### src/rtl/flag_pkg.sv
// Shared constants, types and sizing helpers for the status-flag context stack.
package flag_pkg;

  localparam int NFLAGS_DEF = 4;

  localparam int FLAG_C = 0;
  localparam int FLAG_Z = 1;
  localparam int FLAG_N = 2;
  localparam int FLAG_V = 3;

  typedef logic [NFLAGS_DEF-1:0] flags_t;

  // Level counts 0..DEPTH inclusive, so it needs one more code than the depth.
  function automatic int level_width(input int depth);
    return $clog2(depth + 1);
  endfunction

endpackage

### src/rtl/flag_lifo.sv
// Shadow stack of saved flag contexts: DEPTH x NFLAGS registers with push/pop and level tracking.
module flag_lifo
  import flag_pkg::*;
#(
  parameter int NFLAGS = NFLAGS_DEF,
  parameter int DEPTH  = 4,
  parameter int LW     = level_width(DEPTH)
) (
  input  logic              clk,
  input  logic              rst_n,
  input  logic              push_i,
  input  logic              pop_i,
  input  logic [NFLAGS-1:0] din_i,
  output logic [NFLAGS-1:0] dout_o,
  output logic [LW-1:0]     level_o,
  output logic              full_o,
  output logic              empty_o
);

  localparam int AW = (DEPTH > 1) ? $clog2(DEPTH) : 1;

  logic [NFLAGS-1:0] mem_q [DEPTH];
  logic [NFLAGS-1:0] mem_d [DEPTH];
  logic [LW-1:0]     level_q;
  logic [LW-1:0]     level_d;
  logic [LW-1:0]     top_s;

  assign full_o  = (level_q == LW'(DEPTH));
  assign empty_o = (level_q == LW'(0));
  assign level_o = level_q;
  assign top_s   = level_q - LW'(1);
  assign dout_o  = mem_q[top_s[AW-1:0]];

  // Next stack contents and level; full/empty guards keep the index in range.
  always_comb begin
    mem_d   = mem_q;
    level_d = level_q;
    if (push_i && !full_o) begin
      mem_d[level_q[AW-1:0]] = din_i;
      level_d                = level_q + LW'(1);
    end else if (pop_i && !empty_o) begin
      level_d = level_q - LW'(1);
    end else begin
      level_d = level_q;
    end
  end

  // Level register.
  always_ff @(posedge clk or negedge rst_n) begin
    if (!rst_n) begin
      level_q <= LW'(0);
    end else begin
      level_q <= level_d;
    end
  end

  // Saved contexts are meaningless after reset, so the array carries no reset.
  always_ff @(posedge clk) begin
    mem_q <= mem_d;
  end

endmodule

### src/rtl/flag_ctx_stack.sv
// Live status flags with masked datapath writes and a LIFO save/restore for nested interrupts.
module flag_ctx_stack
  import flag_pkg::*;
#(
  parameter int                NFLAGS   = NFLAGS_DEF,
  parameter int                DEPTH    = 4,
  parameter logic [NFLAGS-1:0] INT_MASK = '1
) (
  input  logic                          clk,
  input  logic                          rst_n,
  input  logic                          clock_en,
  input  logic                          we,
  input  logic [NFLAGS-1:0]             wmask_i,
  input  logic [NFLAGS-1:0]             flags_i,
  input  logic                          push_i,
  input  logic                          pop_i,
  input  logic [NFLAGS-1:0]             int_flags_i,
  input  logic                          err_clr_i,
  output logic [NFLAGS-1:0]             flags_o,
  output logic [level_width(DEPTH)-1:0] level_o,
  output logic                          full_o,
  output logic                          empty_o,
  output logic                          ovf_o,
  output logic                          unf_o
);

  localparam int LW = level_width(DEPTH);

  logic [NFLAGS-1:0] flags_q;
  logic [NFLAGS-1:0] flags_d;
  logic              ovf_q;
  logic              ovf_d;
  logic              unf_q;
  logic              unf_d;
  logic [NFLAGS-1:0] int_load_s;
  logic [NFLAGS-1:0] lifo_dout_s;
  logic              lifo_push_s;
  logic              lifo_pop_s;
  logic              lifo_full_s;
  logic              lifo_empty_s;

  assign int_load_s  = (flags_q & ~INT_MASK) | (int_flags_i & INT_MASK);
  assign lifo_push_s = clock_en & push_i & ~pop_i & ~lifo_full_s;
  assign lifo_pop_s  = clock_en & pop_i & ~push_i & ~lifo_empty_s;

  flag_lifo #(
    .NFLAGS (NFLAGS),
    .DEPTH  (DEPTH),
    .LW     (LW)
  ) u_lifo (
    .clk     (clk),
    .rst_n   (rst_n),
    .push_i  (lifo_push_s),
    .pop_i   (lifo_pop_s),
    .din_i   (flags_q),
    .dout_o  (lifo_dout_s),
    .level_o (level_o),
    .full_o  (lifo_full_s),
    .empty_o (lifo_empty_s)
  );

  // Per-cycle priority: simultaneous push/pop reloads interrupt flags in place,
  // then push, then pop, then the datapath write. Error set beats clear.
  always_comb begin
    flags_d = flags_q;
    ovf_d   = ovf_q;
    unf_d   = unf_q;
    if (clock_en) begin
      if (err_clr_i) begin
        ovf_d = 1'b0;
        unf_d = 1'b0;
      end else begin
        ovf_d = ovf_q;
        unf_d = unf_q;
      end
      if (push_i && pop_i) begin
        flags_d = int_load_s;
      end else if (push_i) begin
        if (!lifo_full_s) begin
          flags_d = int_load_s;
        end else begin
          ovf_d = 1'b1;
        end
      end else if (pop_i) begin
        if (!lifo_empty_s) begin
          flags_d = lifo_dout_s;
        end else begin
          unf_d = 1'b1;
        end
      end else if (we) begin
        flags_d = (flags_q & ~wmask_i) | (flags_i & wmask_i);
      end else begin
        flags_d = flags_q;
      end
    end else begin
      flags_d = flags_q;
    end
  end

  // Live flags and sticky error registers.
  always_ff @(posedge clk or negedge rst_n) begin
    if (!rst_n) begin
      flags_q <= {NFLAGS{1'b0}};
      ovf_q   <= 1'b0;
      unf_q   <= 1'b0;
    end else begin
      flags_q <= flags_d;
      ovf_q   <= ovf_d;
      unf_q   <= unf_d;
    end
  end

  assign flags_o = flags_q;
  assign ovf_o   = ovf_q;
  assign unf_o   = unf_q;
  assign full_o  = lifo_full_s;
  assign empty_o = lifo_empty_s;

endmodule

### config.mk
export PLATFORM = sky130hd
export DESIGN_NAME = flag_ctx_stack
export DESIGN_NICKNAME = d
export VERILOG_FILES = /design/src/rtl/flag_pkg.sv /design/src/rtl/flag_lifo.sv /design/src/rtl/flag_ctx_stack.sv
export SDC_FILE = /design/constraint.sdc
export NUM_CORES = 1
export LEC_CHECK = 0
export ABC_AREA = 1
export CORE_ASPECT_RATIO = 1.4
export CORE_MARGIN = 2
export CORE_UTILIZATION = 50
export DETAILED_ROUTE_END_ITERATION = 10
export GPL_TIMING_DRIVEN = 0
export PLACE_DENSITY = 0.86
export SLEW_MARGIN = 10
export SYNTH_ARGS = -nofsm -noshare
export SYNTH_HDL_FRONTEND = slang
export SYNTH_SLANG_ARGS = --single-unit
export TNS_END_PERCENT = 30
### constraint.sdc
create_clock -name clk -period 2 [get_ports clk]
set_clock_uncertainty 0.15 [all_clocks]
set_input_delay 0.4 -clock clk [delete_from_list [all_inputs] [get_ports clk]]
set_output_delay 0.4 -clock clk [all_outputs]
set_load 0.02 [all_outputs]
; ---- Word-level counts from Yosys, hierarchy flattened
; Cells that the tools add are included.
[op_classes]
add_sub_neg = 2
order_cmp = 3
n_eq_ne = 3
muxes = 23
n_bitwise = 16
n_reduce_logical = 10
[ops]
columns = operator, n
row1 = 4-bit two-way mux, 9
row2 = 16-bit bitwise mux, 1
row3 = 1-bit two-way mux, 9
row4 = 4-bit bitwise AND, 2
row5 = 4-bit binary-select mux with 2-bit select, 1
row6 = 4-bit demux with 2-bit select, 1
row7 = 1-bit bitwise AND, 6
row8 = "3-bit >= comparator, second input constant", 2
row9 = 3-bit two-way mux, 2
row10 = 2-bit NOT with 3-bit output, 2
row11 = 1-bit logical AND, 4
row12 = "4-bit by 3-bit != test with 1-bit output, second input constant", 1
row13 = 1-bit NOT, 4
row14 = 4-bit NOT, 1
row15 = 4-bit bitwise OR, 1
row16 = 4-bit AND reduction, 1
row17 = 4-bit nonzero test, 1
row18 = "3-bit by 1-bit adder with 3-bit output, second input constant", 1
row19 = "3-bit == test, second input constant", 1
row20 = 3-bit zero test, 1
row21 = "3-bit by 1-bit < comparator with 1-bit output, second input constant", 1
row22 = "3-bit by 2-bit != test with 1-bit output, second input constant", 1
row23 = "3-bit by 1-bit subtractor with 3-bit output, second input constant", 1
row24 = 1-bit zero test, 2
row25 = 2-bit nonzero test, 1
[word_totals]
reg_bits = 25
inputBits = 19

; ---- Logic depth before layout (Yosys ltp)
[depth]
depth_word = 9
ltp_mapped = 11

; ---- Cells and area by module
; A second synthesis with hierarchy kept.
[unflattened]
cells_unflattened = 167
area_unflattened_um2 = 1492.7
[by_module_without_submodules]
columns = module, instances, cells_each, area_per_inst_um2, seq_area_each_um2
row1 = flag_lifo, 1, 93, 959.7, 555.5
row2 = flag_ctx_stack, 1, 74, 533.0, 150.1

; ---- Worst setup path after synthesis
; OpenSTA, ideal clock, no wires.
[synth_timing]
path_type = reg-to-reg
start = register u_lifo.level_q[0] (netlist: u_lifo.level_o[0])
end = register with a tool-made name
t_arrival_ns = 1.772
required_time_ns = 1.733
slack_ns = -0.038
path_stages_with_launch = 11
synth_period_minus_slack_ns = 2.038
path_cell_list = dfrtp_1 buf_4 inv_2 ha_1 inv_1 nor2_1 nand2_2 nand2_4 nor3_1 nand2_1 nand2_1
[synth_lines]
columns = item, line
row1 = "start, declared", flag_lifo.sv:24  ; logic [LW-1:0] level_q;
row2 = "start signal, assigned", flag_lifo.sv:53  ; level_q <= level_d;

; ---- Worst setup path in the final report
[layout_timing]
start = register u_lifo.level_q[2] (netlist: u_lifo.level_o[2])
end = output level_o[2]
[layout_lines]
columns = item, line
row1 = "end, declared", flag_ctx_stack.sv:20  ; output logic [level_width(DEPTH)-1:0] level_o,
; No word-level cell between the ends.

==> impl_metrics.csv <==
group,metric,value,unit
setup_path,end_kind,"output port",
floorplan,top_level_ports,30,
floorplan,start_util,0.518,
clock_tree,cts_buffer_depth,2,
clock_tree,cts_tree,"done",
final_layout,nets,235,
setup_path,reg2reg_depth,5,
final_layout,n_fill_cell,244,
clock_tree,cts-buffers-inserted,3,
route,viasPerCell,4.64,
route,firstDrtPassIters,4,
floorplan,die_x,49.7,um
timing,max_slew_margin,0.698,
route,wl_per_cell,10.8,um
final_layout,n_antenna_cell,0,
clock_tree,clock_latency,270,ps
logic_synthesis,syn-instance-count,175,
logic_synthesis,synth-edff-count,16,
logic_synthesis,synth_area_per_cell,8.35,sq um
setup_path,path_delay_family,"buffers and inverters",
final_layout,utilization,0.669,
global_routing,grt_overflow_total,0,
global_routing,grt_pass1_vias,1028,
timing,fmax,517,MHz
setup_path,cp.depth,1,
route,ant_nets,0,
timing,finalHoldViolCount,0,
setup_path,path_class,"reg -> out",
setup_path,r2r_end,"u_lifo.mem_q[10]$_DFFE_PP_",
logic_synthesis,syn_area,1460,sq um
placement,portBuffers,28,
timing,whs,285,ps
logic_synthesis,synth-warning-count,0,
final_layout,drive_gt1_frac,0.152,
route,drc_errors,0,
placement,pre_cts_slack,-400,ps
clock_tree,cts_sinks,25,
clock_tree,cts.clk_slew.worst_paths,90,ps
global_routing,grt_pass1_wl,4530,um
min_path,hold_class,"in -> async",
setup_path,critPathMaxStageDelay,640,ps
status,status,"complete, no violations",
global_routing,grt_max_degree,16,
setup_path,critical-path-slowest-cell,"clkdlybuf4s50_1",
final_layout,regArea,707,sq um
timing,tightestPinTransition,452,ps
global_routing,grt_util_all_layers,0.179,
final_layout,final_cells,247,
route,drtIter0Drc,31,
setup_path,path_buf_inv,1,
setup_path,startpoint_type,"flip-flop",
logic_synthesis,synthesis.nets,199,
pwr,leakage,0.876,nW
clock_tree,cts.htree.levels,1,
placement,gp_congestion,0.785,
setup_path,required,1450,ps
logic_synthesis,seq_area_frac_synth,0.483,
placement,dp_cells,240,
timing,setup_viol,0,
route,routed_wl,2660,um
placement,dp_hpwl,2080,um
placement,place_area,1790,sq um
logic_synthesis,synthArstFlopShare,0.360,
setup_path,r2r-start,"u_lifo.level_o[1]$_DFFE_PN0P_",
timing,min_period_over_period,0.968,
final_layout,multi_input_area,637,sq um
logic_synthesis,yosys_register_bits,25,
floorplan,die_y,68.0,um
timing,layout_setup_ws,64.5,ps
run,cap_violations,0,
setup_path,crit_fanout,6,
logic_synthesis,ys_types,24,
setup_path,r2r_setup_slack,250,ps
clock_tree,cts.hold.buffers_added,0,
timing,drv_slew,0,
final_layout,synthToLayoutAreaGrowth,29.2,%
pwr,peakVddDrop,0.659,mV
logic_synthesis,ys.flop_type,"edfxtp_1",
floorplan,die-area,3380,sq um
floorplan,core,2820,sq um
setup_path,crit_chain,"clkdlybuf4s50_1",
pwr,power.density,1180,nW/um^2
timing,grt_setup_unrepaired,"false",
final_layout,final_cell_area,1890,sq um
clock_tree,ctsRootBufferMaster,"clkbuf_8",
global_routing,antenna_found_initial,0,
route,vias,1147,
floorplan,rows,23,
setup_path,cp.arrival,1390,ps
timing,fin_crit,1940,ps
-- worst register-to-register path, cell delays in order (launching register included) --
cell     delay [ps]
dfrtp_1         410
inv_1           130
ha_4            190
nand2_2         100
nand3_4         130
nor2_1          320
-- per-layer routing --
layer	routed length, um	track usage
met1	1100	0.209
met2	1440	0.328
met3	54	0.00655
met4	67	0.104
met5	0	0
-- kinds of logic (layout without fill, tap and decap cells) --
group	count (synthesis)	in the layout	share of synthesized area
simple gates	102	102	0.332
fa+ha+maj	5	5	0.0428
flops	25	25	0.483
compound gates	7	7	0.0240
buf+inv	33	68	0.0950
xor+xnor	3	3	0.0231
-- final cells by class --
type,instances,share of cell area
clock inverters,1,0.00398
multi-input cells,117,0.337
clock buffers,3,0.0219
flip-flops and latches,25,0.374
inverters,31,0.0663
well taps,37,0.0245
plain buffers,2,0.0119
repair buffers,31,0.160
-- timing repair --
action                                  4_1_cts  5_1_grt
buffers inserted                              1        2
endpoints found under the setup margin       15        2
resized for setup                            17        1
pin swaps                                     0        0
-- cells in the final DEF, fill, tap and decap left out, drive strengths merged --
cell type,count
a21oi,4
buf,7
clkbuf,3
clkdlybuf4s50,26
clkinv,1
clkinvlp,1
dfrtp,9
edfxtp,16
ha,5
inv,30
nand2,67
nand3,13
nor2,18
nor3,4
o21ai,3
xor2,3
-- synthesized netlist by cell type (4+ instances only) --
cell	number	share of area
nand2_1	60	0.15
inv_1	27	0.069
edfxtp_1	16	0.33
nor2_1	15	0.039
nand3_1	10	0.034
dfrtp_1	9	0.15
ha_1	5	0.043
nand2_2	5	0.021
a21oi_1	4	0.014
nor3_1	4	0.014
-- where the power goes --
part / switching (mW) / leakage, nW / internal, mW / total (mW)
clock: 0.164 / 0.0217 / 0.141 / 0.305
sequential: 0.103 / 0.259 / 0.674 / 0.777
combinational: 0.633 / 0.595 / 0.506 / 1.14
total: 0.900 / 0.876 / 1.32 / 2.22
-- per-stage QoR --
stage / power (mW) / TNS [ps]
2_1_floorplan: 1.44 / 0
3_3_place_gp: 1.79 / -1370
3_5_place_dp: 1.80 / -1570
4_1_cts: 2.20 / 0
5_1_grt: 2.40 / 0
6_report: 2.22 / 0
-- worst max path at each step --
stage                                  start                         to  slack, ps
2_1_floorplan  u_lifo.level_o[0]$_DFFE_PN0P_  u_lifo.mem_q[0]$_DFFE_PP_         70
3_3_place_gp   u_lifo.level_o[0]$_DFFE_PN0P_                    empty_o       -400
3_5_place_dp   u_lifo.level_o[0]$_DFFE_PN0P_                    empty_o       -400
4_1_cts        u_lifo.level_o[0]$_DFFE_PN0P_                    empty_o         30
5_1_grt        u_lifo.level_o[0]$_DFFE_PN0P_                    empty_o          5
6_report       u_lifo.level_o[2]$_DFFE_PN0P_                 level_o[2]         60
(Power assumes the default switching activity.)
